`src/rtl/sclk_burst_gen.sv`:
```
// Serial-clock burst generator: emits nclk full sclk periods of 2*(div+1) sysclk cycles,
// idling at a per-burst polarity, with pre-edge rise/fall strobes and a completion pulse.
module sclk_burst_gen #(
  parameter int DIV_W = 8,
  parameter int CNT_W = 8
) (
  input  logic             i_sysclk,
  input  logic             i_sysrst,
  input  logic             i_mod_en,
  input  logic             i_ld,
  input  logic [DIV_W-1:0] i_ld_data,
  input  logic             i_cpol,
  input  logic             i_start,
  input  logic [CNT_W-1:0] i_nclk,
  output logic             o_sclk,
  output logic             o_sclk_rise,
  output logic             o_sclk_fall,
  output logic             o_busy,
  output logic             o_done
);

  typedef enum logic {
    ST_IDLE = 1'b0,
    ST_RUN  = 1'b1
  } state_t;

  state_t           state_q, state_d;
  logic [DIV_W-1:0] div_q, div_d;
  logic [DIV_W-1:0] cnt_q, cnt_d;
  logic [CNT_W-1:0] rem_q, rem_d;
  logic             cpol_q, cpol_d;
  logic             sclk_q, sclk_d;
  logic             done_q, done_d;
  logic             run;
  logic             tc;
  logic             trailing;

  assign run      = (state_q == ST_RUN);
  assign tc       = run && (cnt_q == div_q);
  // sclk away from cpol means the next toggle returns to idle level
  assign trailing = (sclk_q != cpol_q);

  always_comb begin
    state_d = state_q;
    div_d   = div_q;
    cnt_d   = cnt_q;
    rem_d   = rem_q;
    cpol_d  = cpol_q;
    sclk_d  = sclk_q;
    done_d  = 1'b0;

    if (!run && i_ld) begin
      div_d = i_ld_data;
    end

    if (!i_mod_en) begin
      state_d = ST_IDLE;
      cnt_d   = '0;
      rem_d   = '0;
      sclk_d  = cpol_q;
    end else begin
      case (state_q)
        ST_IDLE: begin
          if (i_start) begin
            if (i_nclk != '0) begin
              state_d = ST_RUN;
              cpol_d  = i_cpol;
              rem_d   = i_nclk;
              cnt_d   = '0;
              sclk_d  = i_cpol;
            end else begin
              done_d = 1'b1;
            end
          end
        end
        ST_RUN: begin
          cnt_d = tc ? '0 : cnt_q + DIV_W'(1);
          if (tc) begin
            sclk_d = ~sclk_q;
            if (trailing) begin
              rem_d = rem_q - CNT_W'(1);
              if (rem_q == CNT_W'(1)) begin
                state_d = ST_IDLE;
                done_d  = 1'b1;
              end
            end
          end
        end
        default: state_d = ST_IDLE;
      endcase
    end
  end

  always_ff @(posedge i_sysclk or posedge i_sysrst) begin
    if (i_sysrst) begin
      state_q <= ST_IDLE;
      div_q   <= '0;
      cnt_q   <= '0;
      rem_q   <= '0;
      cpol_q  <= 1'b0;
      sclk_q  <= 1'b0;
      done_q  <= 1'b0;
    end else begin
      state_q <= state_d;
      div_q   <= div_d;
      cnt_q   <= cnt_d;
      rem_q   <= rem_d;
      cpol_q  <= cpol_d;
      sclk_q  <= sclk_d;
      done_q  <= done_d;
    end
  end

  assign o_sclk      = sclk_q;
  assign o_busy      = run;
  assign o_sclk_rise = tc && !sclk_q && i_mod_en;
  assign o_sclk_fall = tc && sclk_q && i_mod_en;
  assign o_done      = done_q && i_mod_en;

endmodule

```
`config.mk`:
```
export PLATFORM = sky130hd
export DESIGN_NAME = sclk_burst_gen
export DESIGN_NICKNAME = d
export VERILOG_FILES = /design/src/rtl/sclk_burst_gen.sv
export SDC_FILE = /design/constraint.sdc
export NUM_CORES = 1
export LEC_CHECK = 0
export CAP_MARGIN = 20
export CORE_MARGIN = 4
export CORE_UTILIZATION = 53
export DETAILED_ROUTE_END_ITERATION = 8
export HOLD_SLACK_MARGIN = 0.08
export PLACE_DENSITY = 0.81
export SKIP_LAST_GASP = 1
export SLEW_MARGIN = 20
export SYNTH_ARGS = -nofsm -noshare
export SYNTH_HDL_FRONTEND = slang
export SYNTH_SLANG_ARGS = --single-unit
```
`constraint.sdc`:
```
create_clock -name i_sysclk -period 2.5 [get_ports i_sysclk]
set_clock_uncertainty 0.15 [all_clocks]
set_input_delay 0.375 -clock i_sysclk [delete_from_list [all_inputs] [get_ports i_sysclk]]
set_output_delay 0.375 -clock i_sysclk [all_outputs]
set_load 0.01 [all_outputs]
```
# Yosys cells after proc, flatten, opt, wreduce, memory -nomap -nowiden
# Cells that the tools add are included.
dict set report totals {
  reg_bits 28
  input_bits 22
  output_inout_bits 5
  wordCells 62
}
dict set report op_classes {
  n_addsub 2
  eq_ne 7
  muxes 30
  bitwise_logic 2
  n_reduce_logical 14
}
# operator n
set ops {}
lappend ops {{2-to-1 mux 8 bit} 9}
lappend ops {{case mux 8 bit (2 select lines)} 2}
lappend ops {{2-to-1 mux 1 bit} 16}
lappend ops {{adder 8 x 1 -> 8 bit, second input constant} 1}
lappend ops {{equality test 8 x 1 -> 1 bit, second input constant} 1}
lappend ops {{equality test 8 bit} 1}
lappend ops {{AND reduction 4 bit} 2}
lappend ops {{nonzero test 8 bit} 1}
lappend ops {{subtractor 8 x 1 -> 8 bit, second input constant} 1}
lappend ops {{logical AND 1 bit} 7}
lappend ops {{!= test 3 x 2 -> 1 bit, second input constant} 2}
lappend ops {{!= test 3 bit, second input constant} 2}
lappend ops {{case mux 1 bit (2 select lines)} 3}
lappend ops {{AND reduction 3 bit} 1}
lappend ops {{zero test 1 bit} 2}
lappend ops {{inverter 1 bit} 2}
lappend ops {{AND reduction 2 bit} 1}
lappend ops {{!= test 1 bit} 1}

# Longest topological paths before layout
# Gate-level depths: netlist of run 1.
dict set report depth {
  depth_word 6
  ltp_mapped 6
  depth_no_buf 6
}

# Least setup slack after synthesis of run 1
# OpenSTA, ideal clock, no wires.
dict set report synth_timing {
  path_kind {input-to-reg}
  from {input port i_nclk[6]}
  to {register rem_q[2]}
  setup_ps 122
  t_arrival_ps 1898
  t_required_ps 2228
  setup_slack_ps 331
  path_stages 6
  path_buffers 1
  cell_sequence {or4_1 or2_4 and2_4 or2_1 buf_6 a32o_1}
}
dict set report synth_between {
  elab_chain_len 3
}
# item line
set synth_rtl {}
lappend synth_rtl {{start: declaration} 14} ;# input logic [CNT_W-1:0] i_nclk,
lappend synth_rtl {{nonzero test 8 bit} 65} ;# if (i_nclk != '0) begin
lappend synth_rtl {{!= test 3 bit (no line)} -}
lappend synth_rtl {{AND reduction 4 bit (no line)} -}
lappend synth_rtl {{end signal: assignment} 107} ;# rem_q <= rem_d;
lappend synth_rtl {{end: declaration} 30} ;# logic [CNT_W-1:0] rem_q, rem_d;
# Every way passes these cells.
# A chain may end at the register's enable or synchronous reset.

# Worst setup path after layout of run 1
dict set report layout_timing {
  from {register cnt_q[5]}
  to {output port o_sclk_fall}
}
dict set report layout_between {
  elab_chain_len 4
}
# item line
set layout_rtl {}
lappend layout_rtl {{start: declaration} 29} ;# logic [DIV_W-1:0] cnt_q, cnt_d;
lappend layout_rtl {{start signal: assignment} 106} ;# cnt_q <= cnt_d;
lappend layout_rtl {{equality test 8 bit} 39} ;# assign tc = run && (cnt_q == div_q);
lappend layout_rtl {{logical AND 1 bit} 39}
lappend layout_rtl {{logical AND 1 bit (2 in series)} 117} ;# assign o_sclk_fall = tc && sclk_q && i_mod_en;
lappend layout_rtl {{end: declaration} 17} ;# output logic o_sclk_fall,
# Every way passes these cells.

==> results of run 1 <==
==> flip-flops by register name (all words and copies together) (netlist names) <==
name	cells
done_q	1
rem_q	8
o_busy	1
cnt_q	8
div_q	8
cpol_q	1
o_sclk	1
==> stage by stage <==
step	worst slack [ns]	cells	utilization
final	0.106	273	0.726
after global placement	-0.0945	263	0.690
after global routing	-0.0128	273	0.726
after detailed placement	-0.142	263	0.690
after CTS	0.107	272	0.720
after floorplan	0.331	181	-
==> power by group through the flow <==
stage          Sequential [mW]  Combinational, mW  Clock, mW
3_5_place_dp             0.538              0.272          0
6_report                 0.531              0.296      0.221
3_3_place_gp             0.535              0.262          0
4_1_cts                  0.530              0.286      0.225
2_1_floorplan            0.531              0.168          0
5_1_grt                  0.536              0.317      0.249
==> critical path, cell delays in order (launching register included) <==
cell and delay [ns]:
dfrtp_1 0.47, xnor2_1 0.24, nand2_2 0.14, nor3_2 0.22, nand2_1 0.10, nor2_1 0.10
dlygate4sd2_1 0.28
==> how the worst min path moves through the flow <==
stage,endpoint,depth (start not counted),slack [ns]
final,rem_q[0],3,0.23
after global routing,rem_q[0],3,0.25
after CTS,div_q[2],3,0.24
after detailed placement,rem_q[4],1,0.37
after global placement,rem_q[4],1,0.36
after floorplan,cnt_q[0],1,0.29
==> kinds of logic after synthesis <==
logic type | after synthesis | share of synthesized area
simple gates | 68 | 0.209
compound gates | 44 | 0.188
flops | 28 | 0.416
buf+inv | 18 | 0.0453
mux | 11 | 0.0721
xor+xnor | 9 | 0.0468
fa+ha+maj | 3 | 0.0223
==> final cells by class <==
| type | count | area, um^2 |
|---|---|---|
| Sequential cell | 28 | 702 |
| Tap cell | 44 | 55.1 |
| Clock buffer | 4 | 36.3 |
| Inverter | 11 | 41.3 |
| Timing Repair Buffer | 51 | 445 |
| Fill cell | 240 | 837 |
| Multi-Input combinational cell | 135 | 936 |
==> cells in the mapped netlist, drive strengths merged (2+ instances only) <==
master,n
mux2i,2
mux2,9
a31o,4
a21oi,4
nand2,16
o22ai,3
and2,2
xnor2,9
nor4,3
nor2,13
a211o,3
ha,3
a21o,3
nand3,10
nor3,7
or4,2
or2,3
clkbuf,4
a32o,3
o21ai,11
o211ai,2
buf,3
nor3b,2
inv,11
nor2b,3
and3,3
a31oi,2
dfrtp,28
nand2b,2
==> per-layer routing <==
layer | routed length, um | global-route usage
met1 | 1930 | 0.315
met2 | 2250 | 0.424
met3 | 343 | 0.0334
met4 | 59 | 0.0633
met5 | 0 | 0
==> what timing repair did <==
item	4_1_cts	5_1_grt
gates resized for setup	5	3
endpoints found under the setup margin	2	2
pin swaps	3	1
buffers inserted	5	1
==> flow_summary.json, run 1 <==
{
  "crit_path_start_kind": "flip-flop",
  "post_synth_num_cell_types": 47,
  "hp-class": "input pin to asynchronous set/reset pin",
  "maxCapViolations": 0,
  "hold_ws_ns": 0.229,
  "p_sw_uw": 316,
  "max_slew_margin": 0.536,
  "io_buffers": 26,
  "finalInstanceArea_um2": 2220,
  "synth_area_leaders": "dfrtp_1, mux2_2, xnor2_1",
  "arrival_ns": 1.87,
  "drc": 0,
  "cp.required_ns": 1.98,
  "die-height_um": 64.4,
  "coreArea_um2": 3050,
  "drtIter0Drc": 167,
  "wl_um": 4580,
  "drive_gt1_frac": 0.236,
  "synth.top_cell.area_share": 0.416,
  "r2r_end": "rem_q[2]",
  "post-route-period-util": 0.958,
  "die_x_um": 64.4,
  "root_buffer": "clkbuf_4",
  "synth_ff_type": "dfrtp_1",
  "cts_buffers": 3,
  "hold_buffers": 0,
  "layout_commonest_cell": "dfrtp_1",
  "cts.sinks": 28,
  "worst_pin_slew_ns": 0.690,
  "clkTransAtPathRegs_ns": 0.15,
  "start_util": 0.551,
  "area_growth_pct": 31.7,
  "die_area_um2": 4140,
  "num_rows": 20,
  "seqPwrFrac": 0.507,
  "criticalPathCategory": "flip-flop to output port",
  "power_density_nw_per_um2": 473,
  "synth_warnings": 0,
  "ir_drop_mv": 0.306,
  "antenna_found_initial": 0,
  "critical_path.max_fanout": 6,
  "synthCells": 181,
  "cp-end-kind": "output port",
  "synth_area_um2": 1680,
  "ys_seq_area_frac": 0.416,
  "dp_hpwl_um": 3280,
  "avgSynthCellArea_um2": 9.30,
  "gp_congestion": 0.903,
  "ios": 27,
  "vias_per_cell": 5.99,
  "grt_max_degree": 29,
  "p_comb_frac": 0.283,
  "synthArstFlopShare": 1.00,
  "synth-seq-cells": 28,
  "grt_pass1_wl_um": 7890,
  "power.total_mw": 1.05,
  "swShare": 0.301,
  "clock_path_buffers": 2,
  "overflow": 0,
  "post_dp_cell_area_um2": 2110,
  "clock_latency_ns": 0.33,
  "rr_startpoint": "cnt_q[1]",
  "leakagePower_nw": 0.986,
  "hold_violations": 0,
  "htree_levels": 1,
  "clkPwrFrac": 0.211,
  "status": "completed",
  "setup_tns_ns": 0,
  "grt_pass1_vias": 1661,
  "drt_first_pass_iters": 4,
  "slew_violations": 0,
  "min_period_ns": 2.39,
  "setup_viol": 0,
  "wl_per_cell_um": 16.8,
  "grt_usage": 0.243,
  "internal_power_uw": 732,
  "r2r_setup_slack_ns": 0.31,
  "synth_nets": 206,
  "n_antenna_cell": 0,
  "yosysTopAreaCell": "dfrtp_1",
  "vias": 1634,
  "crit_path_end": "o_sclk_fall",
  "ant_nets": 0,
  "nets": 255,
  "fmax_ghz": 0.418,
  "reg2reg_depth": 7,
  "worstSetupStartpoint": "cnt_q[5]",
  "cts_tree": "yes",
  "most-common-layout-cells": "dfrtp_1, buf_4, clkdlybuf4s50_1",
  "synth_edf_count": 0
}
Power figures use the tool's default switching activity.
==> run 2, diff against run 1 <==
- CORE_ASPECT_RATIO: unset -> 0.5
==> flow_summary.json, run 2 (synthesized netlist as in run 1, its figures left out) <==
{
  "status": "completed",
  "grt_usage": 0.202,
  "clkTransAtPathRegs_ns": 0.10,
  "slew_violations": 0,
  "drc": 0,
  "max_slew_margin": 0.660,
  "critPathSlowestCell": "or4_4",
  "area_growth_pct": 29.2,
  "coreArea_um2": 3010,
  "leakagePower_nw": 0.950,
  "criticalPathCategory": "input pin to flip-flop",
  "drtIter0Drc": 71,
  "cts.sinks": 28,
  "ios": 27,
  "die_x_um": 87.7,
  "grt_pass1_wl_um": 6470,
  "most-common-layout-cells": "dfrtp_1, clkdlybuf4s50_1, nand2_1",
  "largest_registers": "cnt_q x8, div_q x8, rem_q x8",
  "layout_commonest_cell": "dfrtp_1",
  "vias": 1501,
  "cts_tree": "yes",
  "wl_per_cell_um": 15.0,
  "maxCapViolations": 0,
  "nets": 245,
  "io_buffers": 26,
  "fillers": 213,
  "setup_viol": 0,
  "crit_chain": "clkdlybuf4s50_1 > or4_4 > or2_4 > and2_4 > or2_1 > a32o_1",
  "cp_top_family": "simple AND/OR/NAND/NOR gates",
  "worst_pin_slew_ns": 0.506,
  "clock_path_buffers": 2,
  "power_density_nw_per_um2": 535,
  "cp.required_ns": 2.52,
  "hold_violations": 0,
  "root_buffer": "clkbuf_8",
  "grt_setup_unrepaired": "no",
  "hp-class": "input pin to asynchronous set/reset pin",
  "finish.utilization": 0.722,
  "crit_path_start_kind": "input pin",
  "hold_ws_ns": 0.303,
  "min_period_ns": 2.39,
  "wl_um": 3890,
  "n_antenna_cell": 0,
  "die-height_um": 47.8,
  "drt_first_pass_iters": 4,
  "clock_latency_ns": 0.28,
  "start_util": 0.559,
  "cts_buffers": 3,
  "critical_path.max_fanout": 8,
  "gp_congestion": 0.826,
  "grt_pass1_vias": 1468,
  "ant_nets": 0,
  "overflow": 0,
  "cp-end-kind": "flip-flop",
  "cp_slowest_stage_delay_ns": 0.57,
  "grt_max_degree": 29,
  "antenna_found_initial": 0,
  "vias_per_cell": 5.80,
  "num_rows": 14,
  "fmax_ghz": 0.418,
  "hold_buffers": 0,
  "layoutNonFillerInstCount": 259,
  "htree_levels": 1,
  "crit_buf_inv": 1,
  "drive_gt1_frac": 0.205,
  "ir_drop_mv": 0.320,
  "arrival_ns": 2.42,
  "post-route-period-util": 0.957,
  "die_area_um2": 4200,
  "dp_hpwl_um": 2760,
  "dp_cells": 252
}
==> run 2: worst paths after layout <==
| check | start | endpoint | slack [ns] | cells past startpoint |
|---|---|---|---|---|
| worst max-delay path | i_nclk[2] | rem_q[3] | 0.11 | 6 |
| max in group asynchronous | i_sysrst | cnt_q[4] | 1.61 | 3 |
| worst max register to register | cnt_q[0] | cnt_q[7] | 0.47 | 7 |
| worst min register to register | rem_q[4] | rem_q[4] | 0.38 | 1 |
| min in group i_sysclk | rem_q[4] | rem_q[4] | 0.38 | 1 |
| worst min-delay path | i_sysrst | rem_q[0] | 0.30 | 3 |
==> run 2: layout make-up <==
class,instances,area [um^2],area share
Sequential cell,28,703,0.323
Tap cell,40,50.0,0.0230
Multi-Input combinational cell,135,938,0.432
Timing Repair Buffer,41,370,0.170
Inverter,11,41.3,0.0190
Clock buffer,3,41.3,0.0190
Clock inverter,1,30.0,0.0138
==> run 2: per-stage QoR <==
stage	power [mW]	area [um^2]	setup TNS (ns)	setup slack (ns)
after global routing	1.23	2170	0	0.0602
after floorplan	0.699	1680	0	0.331
after CTS	1.16	2170	0	0.104
final	1.16	2170	0	0.108
after global placement	0.786	2050	-0.926	-0.123
after detailed placement	0.796	2050	-1.71	-0.182
==> run 2: worst register-to-register path, cell delays in order, from the launching register on <==
cell and delay [ns]:
dfrtp_1 0.43, xnor2_2 0.22, nand4_1 0.16, buf_4 0.17, o311ai_1 0.24, buf_4 0.24
nor2_1 0.06, a211o_1 0.26
==> run 2: metal layers <==
metal	wire [um]	global-route usage	vias to the layer above
li1	-	-	736
met1	1690	0.236	719
met2	2020	0.400	44
met3	169	0.0481	2
met4	8	0.0306	0
met5	0	0	-
==> run 2: timing repair <==
action,CTS,global route
setup endpoints to repair,2,0
buffers inserted,3,0
gates resized for setup,9,0
==> run 2: report_power, final <==
| part | switching, mW | total [mW] | internal [mW] | leakage, nW |
|---|---|---|---|---|
| clock network | 0.143 | 0.358 | 0.215 | 0.0357 |
| logic | 0.135 | 0.277 | 0.142 | 0.556 |
| registers | 0.0359 | 0.528 | 0.492 | 0.358 |
| total | 0.314 | 1.16 | 0.849 | 0.950 |
